==> src/rtl/fifo_reader.sv <==
`default_nettype none
// ============================================================================
// Module   : fifo_reader
// Brief    : FIFO read-side consumer. Pops the FIFO, absorbs its 1-cycle read
//            latency in a 2-entry buffer, delivers words on valid/ready.
// Revision : 1.0 - initial release
// ============================================================================
module fifo_reader #(
    parameter int BITNUMBER = 8,
    parameter int LENGTH    = 8,
    parameter int CNT_W     = 16
) (
    input  logic                 clk,
    input  logic                 reset,
    input  logic                 enable,
    input  logic                 fifo_empty,
    input  logic [BITNUMBER-1:0] fifo_data_out,
    output logic                 fifo_rd,
    output logic [BITNUMBER-1:0] data_out,
    output logic                 valid_out,
    input  logic                 ready_in,
    output logic [CNT_W-1:0]     word_count,
    output logic                 idle
);

    generate
        if (LENGTH < 2) begin : g_length_check
            $error("fifo_reader: LENGTH must be at least 2");
        end
    endgenerate

    logic [1:0]           occ_q, occ_d;
    logic                 inflight_q, inflight_d;
    logic [BITNUMBER-1:0] buf0_q, buf0_d;
    logic [BITNUMBER-1:0] buf1_q, buf1_d;
    logic                 valid_q, valid_d;
    logic [BITNUMBER-1:0] data_q, data_d;
    logic [CNT_W-1:0]     word_count_q, word_count_d;

    logic                 w_pop;
    logic                 w_rd;
    logic [1:0]           w_level;
    logic [1:0]           w_cap_idx;

    always_comb begin
        w_pop = valid_q & ready_in;
        // Occupancy after this edge; at most 3, and a pop implies occ >= 1.
        w_level = occ_q + {1'b0, inflight_q} - {1'b0, w_pop};
        w_rd = reset & enable & ~fifo_empty & (w_level < 2'd2);
        w_cap_idx = occ_q - {1'b0, w_pop};

        inflight_d = w_rd;

        buf0_d = buf0_q;
        buf1_d = buf1_q;
        if (w_pop) begin
            buf0_d = buf1_q;
        end
        if (inflight_q) begin
            if (w_cap_idx == 2'd0) begin
                buf0_d = fifo_data_out;
            end else begin
                buf1_d = fifo_data_out;
            end
        end

        occ_d        = w_level;
        valid_d      = (occ_d != 2'd0);
        data_d       = buf0_d;
        word_count_d = word_count_q + {{(CNT_W-1){1'b0}}, w_pop};
    end

    always_ff @(posedge clk) begin
        if (!reset) begin
            occ_q        <= 2'd0;
            inflight_q   <= 1'b0;
            buf0_q       <= '0;
            buf1_q       <= '0;
            valid_q      <= 1'b0;
            data_q       <= '0;
            word_count_q <= '0;
        end else begin
            occ_q        <= occ_d;
            inflight_q   <= inflight_d;
            buf0_q       <= buf0_d;
            buf1_q       <= buf1_d;
            valid_q      <= valid_d;
            data_q       <= data_d;
            word_count_q <= word_count_d;
        end
    end

    assign fifo_rd    = w_rd;
    assign valid_out  = valid_q;
    assign data_out   = data_q;
    assign word_count = word_count_q;
    assign idle       = ~reset | ((occ_q == 2'd0) & ~inflight_q & (~enable | fifo_empty));

endmodule
`default_nettype wire

==> config.mk <==
export PLATFORM = sky130hd
export DESIGN_NAME = fifo_reader
export DESIGN_NICKNAME = d
export VERILOG_FILES = /design/src/rtl/fifo_reader.sv
export SDC_FILE = /design/constraint.sdc
export NUM_CORES = 1
export LEC_CHECK = 0
export BUFFER_PORTS_ARGS = -buffer_cell sky130_fd_sc_hd__buf_2
export CAP_MARGIN = 10
export CORE_MARGIN = 10
export CORE_UTILIZATION = 30
export DETAILED_ROUTE_END_ITERATION = 8
export MAX_ROUTING_LAYER = met4
export PLACE_DENSITY = 0.51
export SETUP_SLACK_MARGIN = 0.02
export SYNTH_ARGS = -nofsm -noshare
export SYNTH_HDL_FRONTEND = slang
export SYNTH_SLANG_ARGS = --single-unit
==> constraint.sdc <==
create_clock -name clk -period 2.5 [get_ports clk]
set_input_delay 0.5 -clock clk [delete_from_list [all_inputs] [get_ports clk]]
set_output_delay 0.5 -clock clk [all_outputs]
set_load 0.02 [all_outputs]
==> flow_summary.toml <==
[timing]
timing.slew.headroom_pct = 61.07
period_share_pct = 91.84
fin_hold_ws_ns = 0.4606
min_period_ns = 2.296
max_freq_mhz = 435.6
setup_tns_ns = 0
maxSlewViolCount = 0
skew_ns = 0.002378
setup-violations-final = 0
tightestPinTransition_ns = 0.5839
fin_ws_ns = 0.2041
hold_viol_final = 0
rsz0062_at_grt = "false"

[clock_network]
clockRootBuffer = "clkbuf_8"
clk_pin_slew_ns = 0.07
clockBufferDepth = 2
clk_latency_ns = 0.28
cts_tree = "done"
clkSinkCount = 36
cts_buffers = 5
htreeDepth = 2

[critical_path]
path_cells = "nand2_1 > xnor2_1 > ha_1 > xor2_2 > xnor2_2 > and3_1 > buf_2"
cp_data_arrival_time_ns = 1.80
crit_slowest_cell = "dfxtp_2"
worst_setup_path_end_kind = "output pin"
cp.required_ns = 2.00
max_stage_delay_ns = 0.37
crit_fanout = 5
worst_setup_path_start_kind = "register"
crit_type = "register to output pin"

[min_path]
hold_class = "register to register"

[power_and_ir_drop]
p_leak_nw = 0.9391
power.density_nw_per_um2 = 680.2
ir_drop_v = 0.0003802

[routing]
drc = 0
wl_met2_um = 1688
wl_met1_um = 1825
wl_met3_um = 167
detailroute.via_count = 1298
drt_iter0_markers = 55
ant_nets = 0
wl_per_cell_um = 12.97
first_pass_iters = 4
routed.top_layer = "met4"
wirelength_um = 3735
vias_per_cell = 4.507

[floorplan]
die_height_um = 93.49
start_util_pct = 31.33
fp.dieArea_um2 = 8740
core-area_um2 = 5172
fp.dieW_um = 93.49
placementRows = 26
ios = 40

[logic_synthesis]
synth_nets = 191
synthesis.area_um2 = 1620
yosysSeqAreaShare_pct = 44.48
syn_area_per_cell_um2 = 9.259
yosysWarnings = 0
synth-seq-cells = 36
postSynthCellCount = 175
ys_types = 36

[outcome]
status = "finished clean"

[placed_design]
gp_congestion = 0.7222
preCtsSetupSlack_ns = 0.2172
numPortBuffers = 39
placed_cells = 280
dpl.hpwl_um = 2726

[grt]
track_usage_pct = 9.253
grt_pass1_wl_um = 6327
grt-ovfl-total = 0
grt_max_degree = 45
grt_pass1_vias = 1339
antenna_found_initial = 0

[flow_run]
drv_cap = 0

[cells_and_area]
nets = 233
synthToLayoutAreaGrowth_pct = 23.78
ff_latch_area_um2 = 721.9
drive_above_1_share_pct = 30.28
fin_cells = 288
finish.utilization_pct = 38.78
antennaDiodeCount = 0
fillers = 542
multi_input_area_um2 = 869.6
-- report_power, final --
part / internal [mW] / switching [mW] / leakage, nW / total, mW
sequential: 0.621 / 0.0413 / 0.291 / 0.662
combinational: 0.122 / 0.163 / 0.602 / 0.285
clock: 0.225 / 0.192 / 0.0455 / 0.417
-- kinds of logic after synthesis --
| family | count (synthesis) | synth area share, % |
|---|---|---|
| AO/OA/AOI/OAI | 23 | 8.803 |
| buffers and inverters | 12 | 2.780 |
| multiplexers | 18 | 11.74 |
| adder cells (fa/ha/maj) | 3 | 2.317 |
| XOR/XNOR | 10 | 5.405 |
| AND/OR/NAND/NOR | 73 | 24.48 |
| flip-flops | 36 | 44.48 |
-- Yosys cell counts --
cell type | count | area [um^2]
nor2_1 | 2 | 7.510
nand3_1 | 12 | 60.06
o31ai_1 | 1 | 7.510
nand3_2 | 1 | 10.01
and3_1 | 2 | 12.51
and2_1 | 10 | 62.56
nand2_1 | 26 | 97.59
o21ai_2 | 1 | 8.760
xnor2_1 | 5 | 43.79
nand4_1 | 2 | 12.51
and3_2 | 1 | 7.510
clkbuf_1 | 6 | 22.52
or3_2 | 1 | 7.510
a21boi_1 | 2 | 15.01
nor4_1 | 3 | 18.77
xor2_1 | 5 | 43.79
or3_1 | 3 | 18.77
o21ai_0 | 12 | 60.06
dfxtp_1 | 36 | 720.7
nor2b_1 | 2 | 12.51
or4_1 | 1 | 7.510
a21boi_0 | 4 | 30.03
buf_1 | 1 | 3.750
nand3_4 | 1 | 17.52
mux2_2 | 8 | 90.09
o41ai_1 | 1 | 8.760
nand2b_1 | 2 | 12.51
mux2i_1 | 10 | 100.1
or2_2 | 1 | 6.260
or4_4 | 1 | 11.26
nor3_1 | 1 | 5.000
inv_1 | 5 | 18.77
and4_1 | 1 | 8.760
a21oi_1 | 1 | 5.000
o211ai_1 | 1 | 7.510
ha_1 | 3 | 37.54
-- worst max-delay path: cells and delay by family (launching register included) --
kind          cells  cell delay [ns]
xor+xnor          3             0.49
flops             1             0.37
simple gates      2             0.27
fa+ha+maj         1             0.22
buf+inv           1             0.16
-- routing by layer --
layer  global-route usage (%)  vias up
li1                         -      686
met1                    10.99      582
met2                    13.63       24
met3                    3.357        6
met4                    4.242        0
met5                        -        -
-- cell usage in the layout, fill, tap and decap left out, types with 4 or more instances in the layout --
cell type / Yosys / final
xnor2_1: 5 / 4
a21boi_0: 4 / 4
buf_2: 0 / 39
dfxtp_1: 36 / 35
nand2_1: 26 / 26
inv_1: 5 / 5
o21ai_0: 12 / 12
clkbuf_8: 0 / 6
mux2i_1: 10 / 10
and2_1: 10 / 10
mux2_2: 8 / 8
nand3_1: 12 / 12
xor2_1: 5 / 4
-- flip-flops by register name, summed over array words and instances (netlist names) --
name	cells
inflight_q	1
data_out	8
valid_out	1
buf1_q	8
occ_q	2
word_count	16
-- repair_timing --
action                     CTS  global route
setup endpoints to repair    0             1
gates resized for setup      0             3
hold buffers                 0             0
buffers inserted             0             0
-- cell type report --
class / instances / share of cell area, %
Inverter: 5 / 0.9357
Tap cell: 70 / 4.367
Multi-Input combinational cell: 127 / 43.36
Sequential cell: 36 / 36.00
Clock buffer: 8 / 4.492
Timing Repair Buffer: 42 / 10.85
-- metrics by stage --
stage                     cell area, um^2  total power, mW
after floorplan                      1620           0.8572
after global placement               1899           0.9460
after detailed placement             1899           0.9475
after CTS                            1989            1.377
after global routing                 2006            1.457
final                                2006            1.364
-- path summary, 6_finish.rpt --
path | from | to | slack [ns] | depth (start not counted)
setup / recovery | valid_out$_SDFF_PN0_ | fifo_rd | 0.20 | 7
hold / removal | buf1_q[0]$_SDFFE_PN0P_ | buf1_q[0]$_SDFFE_PN0P_ | 0.46 | 2
setup reg to reg | valid_out$_SDFF_PN0_ | word_count[13]$_SDFF_PN0_ | 0.55 | 8
hold reg to reg | buf1_q[0]$_SDFFE_PN0P_ | buf1_q[0]$_SDFFE_PN0P_ | 0.46 | 2
Note: power is estimated with default switching activity, not from simulation.
